[config.mk]
export PLATFORM = sky130hd
export DESIGN_NAME = multislope_rundown_seq
export DESIGN_NICKNAME = d
export VERILOG_FILES = /design/src/rtl/multislope_pkg.sv /design/src/rtl/slope_phase_counter.sv /design/src/rtl/multislope_rundown_seq.sv
export SDC_FILE = /design/constraint.sdc
export NUM_CORES = 1
export LEC_CHECK = 0
export BUFFER_PORTS_ARGS = -buffer_cell sky130_fd_sc_hd__buf_2
export CORE_ASPECT_RATIO = 1.75
export CORE_MARGIN = 10
export CORE_UTILIZATION = 45
export CTS_BUF_LIST = sky130_fd_sc_hd__clkbuf_8
export CTS_CLUSTER_SIZE = 12
export DETAILED_ROUTE_END_ITERATION = 8
export GPL_ROUTABILITY_DRIVEN = 0
export PLACE_DENSITY = 0.66
export SLEW_MARGIN = 20
export SYNTH_ARGS = -nofsm -noshare
export SYNTH_HDL_FRONTEND = slang
export SYNTH_HIERARCHICAL = 1
export SYNTH_SLANG_ARGS = --single-unit
[constraint.sdc]
create_clock -name clk -period 2.8 [get_ports clk]
set_input_delay 0.56 -clock clk [delete_from_list [all_inputs] [get_ports clk]]
set_output_delay 0.56 -clock clk [all_outputs]
set_load 0.02 [all_outputs]
[src/rtl/multislope_pkg.sv]
// Shared types and constants for the multi-slope rundown/residue sequencer.
package multislope_pkg;

  localparam int unsigned PHW  = 2;
  localparam int unsigned ERRW = 3;

  typedef enum logic [1:0] {
    S_IDLE    = 2'd0,
    S_RUNDOWN = 2'd1,
    S_RES     = 2'd2,
    S_DONE    = 2'd3
  } state_e;

  localparam logic [ERRW-1:0] ERR_NONE         = 3'd0;
  localparam logic [ERRW-1:0] ERR_SIGN         = 3'd1;
  localparam logic [ERRW-1:0] ERR_RD_TMO       = 3'd2;
  localparam logic [ERRW-1:0] ERR_RES_TMO_BASE = 3'd3;

  // Comparator level on which residue phase ph keeps integrating.
  function automatic logic cont_level(input logic [PHW-1:0] ph);
    return ph[0];
  endfunction

endpackage

[src/rtl/slope_phase_counter.sv]
// Saturating phase counter with clear, load-one and increment controls.
module slope_phase_counter #(
  parameter int unsigned W = 8
) (
  input  logic         clk,
  input  logic         rst,
  input  logic         clr,
  input  logic         ld1,
  input  logic         inc,
  output logic [W-1:0] cnt,
  output logic         at_max_c
);

  logic [W-1:0] cnt_d, cnt_q;

  assign at_max_c = &cnt_q;
  assign cnt      = cnt_q;

  always_comb begin
    cnt_d = cnt_q;
    if (ld1) begin
      cnt_d = W'(1);
    end else if (clr) begin
      cnt_d = '0;
    end else if (inc && !at_max_c) begin
      cnt_d = cnt_q + W'(1);
    end
  end

  always_ff @(posedge clk) begin
    if (!rst) begin
      cnt_q <= '0;
    end else begin
      cnt_q <= cnt_d;
    end
  end

endmodule

[src/rtl/multislope_rundown_seq.sv]
// Rundown/residue sequencer: times the main rundown and NRES alternating
// residue phases from the zero-crossing comparator and hands results off.
module multislope_rundown_seq
  import multislope_pkg::*;
#(
  parameter int unsigned NRES  = 3,
  parameter int unsigned CNTW  = 12,
  parameter int unsigned RCNTW = 8
) (
  input  logic                    clk,
  input  logic                    rst,
  input  logic                    start,
  input  logic                    abort,
  input  logic                    zero_cmp,
  output logic                    sw_rundown,
  output logic [NRES-1:0]         sw_res,
  output logic                    busy,
  output logic                    out_valid,
  input  logic                    out_ready,
  output logic [CNTW-1:0]         rd_cnt,
  output logic [NRES*RCNTW-1:0]   res_cnt,
  output logic [ERRW-1:0]         err,
  output logic                    overrun
);

  state_e state_d, state_q;
  logic [PHW-1:0]  ph_d, ph_q;
  logic [ERRW-1:0] err_w_d, err_w_q;

  logic                  sw_rundown_d, sw_rundown_q;
  logic [NRES-1:0]       sw_res_d, sw_res_q;
  logic                  busy_d, busy_q;
  logic                  out_valid_d, out_valid_q;
  logic [CNTW-1:0]       rd_cnt_d, rd_cnt_q;
  logic [NRES*RCNTW-1:0] res_cnt_d, res_cnt_q;
  logic [ERRW-1:0]       err_d, err_q;
  logic                  overrun_d, overrun_q;

  logic                  rd_clr, rd_ld1, rd_inc, rd_at_max;
  logic [CNTW-1:0]       rd_w;
  logic                  res_clr, res_ld1_en, res_inc_en, cur_at_max;
  logic [NRES-1:0]       res_ld1, res_inc, res_at_max;
  logic [RCNTW-1:0]      res_w [NRES];

  slope_phase_counter #(.W(CNTW)) u_rd_cnt (
    .clk      (clk),
    .rst      (rst),
    .clr      (rd_clr),
    .ld1      (rd_ld1),
    .inc      (rd_inc),
    .cnt      (rd_w),
    .at_max_c (rd_at_max)
  );

  for (genvar g = 0; g < NRES; g++) begin : g_res
    slope_phase_counter #(.W(RCNTW)) u_res_cnt (
      .clk      (clk),
      .rst      (rst),
      .clr      (res_clr),
      .ld1      (res_ld1[g]),
      .inc      (res_inc[g]),
      .cnt      (res_w[g]),
      .at_max_c (res_at_max[g])
    );
  end

  // Next-state, counter control and result-register update.
  always_comb begin
    state_d     = state_q;
    ph_d        = ph_q;
    err_w_d     = err_w_q;
    rd_clr      = 1'b0;
    rd_ld1      = 1'b0;
    rd_inc      = 1'b0;
    res_clr     = 1'b0;
    res_ld1_en  = 1'b0;
    res_inc_en  = 1'b0;
    out_valid_d = out_valid_q & ~out_ready;
    overrun_d   = overrun_q;
    rd_cnt_d    = rd_cnt_q;
    res_cnt_d   = res_cnt_q;
    err_d       = err_q;

    cur_at_max = 1'b0;
    for (int unsigned k = 0; k < NRES; k++) begin
      if (ph_q == PHW'(k)) cur_at_max = res_at_max[k];
    end

    if (abort) begin
      state_d = S_IDLE;
    end else begin
      case (state_q)
        S_IDLE: begin
          if (start) begin
            rd_clr  = 1'b1;
            res_clr = 1'b1;
            ph_d    = '0;
            if (zero_cmp) begin
              rd_ld1  = 1'b1;
              state_d = S_RUNDOWN;
            end else begin
              err_w_d = ERR_SIGN;
              state_d = S_DONE;
            end
          end
        end
        S_RUNDOWN: begin
          if (zero_cmp) begin
            if (rd_at_max) begin
              err_w_d = ERR_RD_TMO;
              state_d = S_DONE;
            end else begin
              rd_inc = 1'b1;
            end
          end else begin
            ph_d       = '0;
            res_ld1_en = 1'b1;
            state_d    = S_RES;
          end
        end
        S_RES: begin
          if (zero_cmp == cont_level(ph_q)) begin
            if (cur_at_max) begin
              err_w_d = ERRW'(ERR_RES_TMO_BASE + ERRW'(ph_q));
              state_d = S_DONE;
            end else begin
              res_inc_en = 1'b1;
            end
          end else if (ph_q == PHW'(NRES - 1)) begin
            err_w_d = ERR_NONE;
            state_d = S_DONE;
          end else begin
            ph_d       = PHW'(ph_q + PHW'(1));
            res_ld1_en = 1'b1;
          end
        end
        S_DONE: begin
          overrun_d   = overrun_q | (out_valid_q & ~out_ready);
          out_valid_d = 1'b1;
          rd_cnt_d    = rd_w;
          for (int unsigned k = 0; k < NRES; k++) begin
            res_cnt_d[k*RCNTW +: RCNTW] = res_w[k];
          end
          err_d   = err_w_q;
          state_d = S_IDLE;
        end
        default: state_d = S_IDLE;
      endcase
    end

    for (int unsigned k = 0; k < NRES; k++) begin
      res_ld1[k]  = res_ld1_en && (ph_d == PHW'(k));
      res_inc[k]  = res_inc_en && (ph_q == PHW'(k));
      sw_res_d[k] = (state_d == S_RES) && (ph_d == PHW'(k));
    end
    sw_rundown_d = (state_d == S_RUNDOWN);
    busy_d       = (state_d != S_IDLE);
  end

  always_ff @(posedge clk) begin
    if (!rst) begin
      state_q      <= S_IDLE;
      ph_q         <= '0;
      err_w_q      <= ERR_NONE;
      sw_rundown_q <= 1'b0;
      sw_res_q     <= '0;
      busy_q       <= 1'b0;
      out_valid_q  <= 1'b0;
      rd_cnt_q     <= '0;
      res_cnt_q    <= '0;
      err_q        <= ERR_NONE;
      overrun_q    <= 1'b0;
    end else begin
      state_q      <= state_d;
      ph_q         <= ph_d;
      err_w_q      <= err_w_d;
      sw_rundown_q <= sw_rundown_d;
      sw_res_q     <= sw_res_d;
      busy_q       <= busy_d;
      out_valid_q  <= out_valid_d;
      rd_cnt_q     <= rd_cnt_d;
      res_cnt_q    <= res_cnt_d;
      err_q        <= err_d;
      overrun_q    <= overrun_d;
    end
  end

  assign sw_rundown = sw_rundown_q;
  assign sw_res     = sw_res_q;
  assign busy       = busy_q;
  assign out_valid  = out_valid_q;
  assign rd_cnt     = rd_cnt_q;
  assign res_cnt    = res_cnt_q;
  assign err        = err_q;
  assign overrun    = overrun_q;

endmodule

## Yosys cells after proc, flatten, opt, wreduce, memory -nomap -nowiden

Cells that the tools add are included.

| storage, ports and cells | value |
|---|---|
| flip-flop bits (word level) | 89 |
| bits in latches | 0 |
| memory bits (writable) | 0 |
| ROM bits | 0 |
| input port bits | 6 |
| output and inout port bits | 46 |
| logic and storage cells | 142 |
| memories | 0 |

| operators by class | value |
|---|---|
| $add $sub $neg | 6 |
| multiply operators | 0 |
| divide/modulo/power cells | 0 |
| $lt $le $gt $ge | 0 |
| eq/ne operators | 16 |
| shifts and indexed selects | 0 |
| mux-type cells | 60 |
| bitwise logic cells | 5 |
| reduce and logical (&&, ||, !) cells | 36 |

Operator list:

| cell | number |
|---|---|
| $mux 1 | 36 |
| $reduce_and 8->1 | 4 |
| $mux 2 | 13 |
| $add 8x1->8 const B | 3 |
| $mux 3 | 7 |
| $reduce_bool 3->1 | 5 |
| $logic_and 1x1->1 | 13 |
| $add 12x1->12 const B | 1 |
| $reduce_and 12->1 | 1 |
| $reduce_or 3->1 | 4 |
| $eq 2x2->1 const B | 5 |
| $pmux 3 s3 | 1 |
| $eq 2x1->1 const B | 4 |
| $pmux 2 s4 | 1 |
| $logic_not 2->1 | 3 |
| $ne 2x2->1 const B | 3 |
| $ne 3x3->1 const B | 2 |
| $pmux 2 s3 | 1 |
| $logic_not 1->1 | 4 |
| $add 2x2->3 const A | 1 |
| $not 1->1 | 3 |
| $add 2x1->2 const B | 1 |
| $ne 2x1->1 const B | 1 |
| $pmux 1 s2 | 1 |
| other kinds (5) | 5 |

## Logic depth before layout (Yosys ltp)

| depth | value |
|---|---|
| depth in word-level cells | 13 |
| gate-level depth with buffers | 11 |
| mapped depth without buffers | 10 |

## Cells and area by module

Netlist, hierarchy kept.

Modules (own cells, without submodules):

| module | times used | cells each | area an instance (um2) | seq. area each (um2) |
|---|---|---|---|---|
| multislope_rundown_seq | 1 | 275 | 2229.6 | 1061.0 |
| slope_phase_counter at g_res[0].u_res_cnt ... | 3 | 51 | 457.9 | 160.2 |
| slope_phase_counter at u_rd_cnt | 1 | 72 | 646.9 | 240.2 |

## Worst setup path after synthesis

OpenSTA, ideal clock, no wires.

| timing path | value |
|---|---|
| kind | input -> register |
| from | in zero_cmp |
| to | reg g_res[2].u_res_cnt.cnt_q[5] |
| setup time | 0.072 ns |
| arrival time | 2.268 ns |
| required time | 2.728 ns |
| path slack | 0.461 ns |
| stages | 7 |
| buffers on the path | 0 |
| cells stage by stage | inv_1 -> ha_1 -> nand4b_2 -> nor3_1 -> nand4_2 -> a211oi_2 -> mux2i_1 |

| between the ends | value |
|---|---|
| elaborated cells on any way between the ends | 17 |
| classes of those cells | 2 x eq/ne; 11 x mux; 4 x reduce/logical |

RTL lines:

| element | line | text |
|---|---|---|
| start, declared | multislope_rundown_seq.sv:14 | `input logic zero_cmp,` |
| $eq 1x1->1 | multislope_rundown_seq.sv:122 | `if (zero_cmp == cont_level(ph_q)) begin` |
| $mux 1 | multislope_rundown_seq.sv:122 |  |
| $mux 1 | multislope_rundown_seq.sv:92 | `case (state_q)` |
| $mux 1 | multislope_rundown_seq.sv:89 | `if (abort) begin` |
| $logic_and 1x1->1 | multislope_rundown_seq.sv:153 | `res_inc[k] = res_inc_en && (ph_q == PHW'(k));` |
| named net res_inc[2] | multislope_rundown_seq.sv:42 | `logic [NRES-1:0] res_ld1, res_inc, res_at_max;` |
| $logic_and 1x1->1 | slope_phase_counter.sv:25 | `end else if (inc && !at_max_c) begin` |
| end signal, assigned | slope_phase_counter.sv:34 | `cnt_q <= cnt_d;` |
| end, declared | slope_phase_counter.sv:14 | `logic [W-1:0] cnt_d, cnt_q;` |

The timed path passes the listed nets, and every way through them passes these cells.
A chain may end at the register's enable or synchronous reset.

## Final worst setup path

| timing path | value |
|---|---|
| from | reg u_rd_cnt.cnt_q[0], in the netlist u_rd_cnt/cnt[0] |
| to | reg err_w_q[2] |

| between the ends | value |
|---|---|
| word-level cells in the longest chain between the ends | 3 |

RTL lines:

| element | line | text |
|---|---|---|
| start, declared | slope_phase_counter.sv:14 |  |
| start signal, assigned | slope_phase_counter.sv:34 |  |
| $reduce_and 12->1 | slope_phase_counter.sv:16 | `assign at_max_c = &cnt_q;` |
| named net rd_at_max | multislope_rundown_seq.sv:39 | `logic rd_clr, rd_ld1, rd_inc, rd_at_max;` |
| $ne 2x1->1 (no line) | n/a |  |
| $reduce_and 8->1 (no line) | n/a |  |
| end signal, assigned | multislope_rundown_seq.sv:176 | `err_w_q <= err_w_d;` |
| end, declared | multislope_rundown_seq.sv:28 | `logic [ERRW-1:0] err_w_d, err_w_q;` |

The timed path passes the listed nets, and every way through them passes these cells.

==> flow_summary.yaml <==
power:
  pwr-share-seq: 0.546
  clockPowerShare: 0.397
  p_sw_mw: 0.533
  internal_power_mw: 1.81
  p_total_mw: 2.34
  power_density_nw_per_um2: 476
  p_comb_frac: 0.056
  peakVddDrop_mv: 0.290
  p_leak_nw: 1.86
  switching_share: 0.228
finish:
  num_antenna_cells: 0
  layout-drive-gt1-share: 0.194
  n_fill_cell: 874
  area_delta_synth_final_pct: 15.6
  finalNetCount: 576
  stdcell_count: 682
grt:
  grt_pass1_wl_mm: 17.9
  grt_start_max_net_pins: 44
  grt-ovfl-total: 0
  grt.total_usage: 0.157
  antenna_found_initial: 0
  grt_pass1_vias: 3808
yosys:
  syn-num-nets: 519
  synth.area.top_cells: "dfxtp_1 (42%), nand2_1 (9.1%), a21oi_1 (6.7%)"
  synth-seq-area-share: 0.419
  ys_types: 61
  synthArstFlopShare: 0
  yosys.area.top_type: "dfxtp_1"
  synth_flop_cell: "dfxtp_1"
  synth_edf_count: 0
  yosysWarnings: 6
  yosys.area.top_type_share: 0.419
  synthesis.area_sq_um: 4250
  syn-instance-count: 500
  synth_seq_cells: 89
  syn_area_per_cell_sq_um: 8.50
setup_path:
  endpoint: "err_w_q[2]"
  ff2ff_path_depth: 7
  r2r_end: "err_w_q[2]"
  cp-start-kind: "register"
  startpoint: "u_rd_cnt/cnt[0]"
  worst-setup-path-type: "register to register"
  arrival_ns: 2.91
  cp-end-kind: "register"
  rr_startpoint: "u_rd_cnt/cnt[0]"
  crit_required_ns: 3.09
  reg2reg_slack_ns: 0.18
  cp_max_fo: 6
placed_design:
  io_buffer_count: 51
  hpwlAfterDp_mm: 7.66
  pre_cts_slack_ns: 0.130
  placed_cells: 666
clock_tree:
  clk_path_buf_depth: 2
  cts_post_setup_buffers_inserted: 0
  clkTransAtPathRegs_ns: 0.08
  numCtsBuffers: 9
  clk_latency_ns: 0.36
  htreeDepth: 3
  cts-root-buf: "clkbuf_8"
  cts_sinks: 89
  cts_tree: "yes"
die:
  dieArea_sq_um: 13900
  ioPinCount: 52
  core_area_sq_um: 9150
  fp-row-count: 46
  fp.dieH_um: 149
  initial_core_util: 0.464
  fp.dieW_um: 93.5
worst_hold_path:
  hold_depth: 2
  min_path_type: "register to register"
timing:
  finalMaxSlewViolations: 0
  period_needed_ns: 2.62
  slew_headroom: 0.590
  setup_viol: 0
  hold_slack_ns: 0.452
  fin_crit_sh: 0.935
  fin_skew_ns: 0.00782
  fin_ws_ns: 0.183
  max_clock_freq_ghz: 0.382
  final-hold-violation-count: 0
  worstMarginPinSlew_ns: 0.610
run:
  drv_cap: 0
routing:
  drtIter0Drc: 222
  via_count: 3801
  wire_per_inst_um: 15.4
  drc_errors: 0
  vias_per_cell: 5.57
  dr.pass1.iters: 5
  wl_mm: 10.5
  antenna_left: 0
status:
  status: "finished clean"
repair_timing:
item | CTS | global route
hold buffers | 0 | 0
setup endpoints to repair | 0 | 1
gates resized for setup | 0 | 1
per-stage QoR:
| step | TNS [ns] | area (sq um) | util |
|---|---|---|---|
| 3_5_place_dp | 0 | 4700 | 0.514 |
| 5_1_grt | -0.00933 | 4910 | 0.537 |
| 3_3_place_gp | 0 | 4700 | 0.514 |
| 6_report | 0 | 4910 | 0.537 |
| 4_1_cts | 0 | 4910 | 0.536 |
| 2_1_floorplan | 0 | 4250 | - |
cells by family (layout without fill, tap and decap cells):
| group | Yosys count | in the layout | synth area share |
|---|---|---|---|
| compound gates | 117 | 117 | 0.190 |
| mux | 10 | 10 | 0.0236 |
| simple gates | 230 | 230 | 0.290 |
| xor+xnor | 1 | 1 | 0.00206 |
| flops | 89 | 89 | 0.419 |
| fa+ha+maj | 13 | 13 | 0.0383 |
| buf+inv | 40 | 102 | 0.0368 |
synthesized netlist by cell type (5+ instances only):
| library cell | instances |
|---|---|
| mux2i_1 | 10 |
| nor3b_1 | 6 |
| a211oi_2 | 9 |
| nand3_1 | 16 |
| and4_1 | 6 |
| inv_1 | 21 |
| nand4_1 | 12 |
| ha_1 | 13 |
| nand2_1 | 103 |
| and2_1 | 5 |
| o21ai_0 | 9 |
| a31oi_1 | 6 |
| clkbuf_1 | 14 |
| dfxtp_1 | 89 |
| a211oi_1 | 5 |
| nand2b_1 | 13 |
| and3_1 | 5 |
| a21oi_1 | 57 |
| nor2_1 | 18 |
| nor3_1 | 14 |
layout make-up:
class,instances,area [sq um],area share
Sequential cell,89,1780,0.363
Clock buffer,9,124,0.0252
Timing Repair Buffer,63,370,0.0754
Inverter,23,86.3,0.0176
Clock inverter,7,80.1,0.0163
Tap cell,120,150,0.0306
Multi-Input combinational cell,371,2320,0.472
registers in the layout, summed over array words and instances, names as in the netlist:
signal and flops:
rd_cnt 12, sw_res 3, err 3, overrun 1, ph_q 2, sw_rundown 1, busy 1, state_q 2
err_w_q 3, res_cnt 24, u_rd_cnt/cnt 12, out_valid 1, g_res.u_res_cnt/cnt 24
layout by cell type, fill, tap and decap left out, drive strengths merged, types with 4 or more instances in the layout:
master   Yosys  final
nand4       17     17
a32oi        4      4
inv         22     26
buf          3     63
nand2      103    103
ha          13     13
and3         8      8
nor3b        6      6
a211oi      14     14
o311a        4      4
nor2        19     19
and4         9      9
nor2b        4      4
a31oi        6      6
o21ai       11     11
clkbuf      14      9
and2         5      5
nand3       16     16
dfxtp       89     89
o2111ai      4      4
a21oi       58     58
mux2i       10     10
nor3        14     14
o21bai       4      4
nand2b      13     13
worst min path at each step:
stage	slack, ns	from	endpoint
finish	0.45	res_cnt[3]	res_cnt[3]
global route	0.47	res_cnt[3]	res_cnt[3]
CTS	0.46	res_cnt[10]	res_cnt[10]
detailed placement	0.44	res_cnt[10]	res_cnt[10]
global placement	0.44	res_cnt[19]	res_cnt[19]
floorplan	0.43	err_w_q[2]	err_w_q[2]
per-layer routing:
layer / GRT usage / vias up / part of all wire
met5: 0 / - / 0
met4: 0.0729 / 0 / 0.018
met3: 0.0328 / 16 / 0.048
met2: 0.288 / 70 / 0.54
met1: 0.161 / 1802 / 0.39
li1: - / 1913 / -
power by group through the flow:
| stage | Combinational [mW] | Sequential (mW) | Clock (mW) |
|---|---|---|---|
| finish | 0.132 | 1.28 | 0.930 |
| global route | 0.146 | 1.28 | 1.01 |
| CTS | 0.131 | 1.28 | 0.956 |
| detailed placement | 0.131 | 1.31 | 0 |
| global placement | 0.128 | 1.31 | 0 |
| floorplan | 0.0850 | 1.31 | 0 |
critical path: stages, from the launching register on:
cell and delay (ns):
dfxtp_1 0.40, ha_1 0.28, nand2_1 0.17, nor4_2 0.56, a2bb2oi_1 0.30, o2111ai_2 0.17
or4b_1 0.52, a21oi_1 0.16
Power figures use the tool's default switching activity.
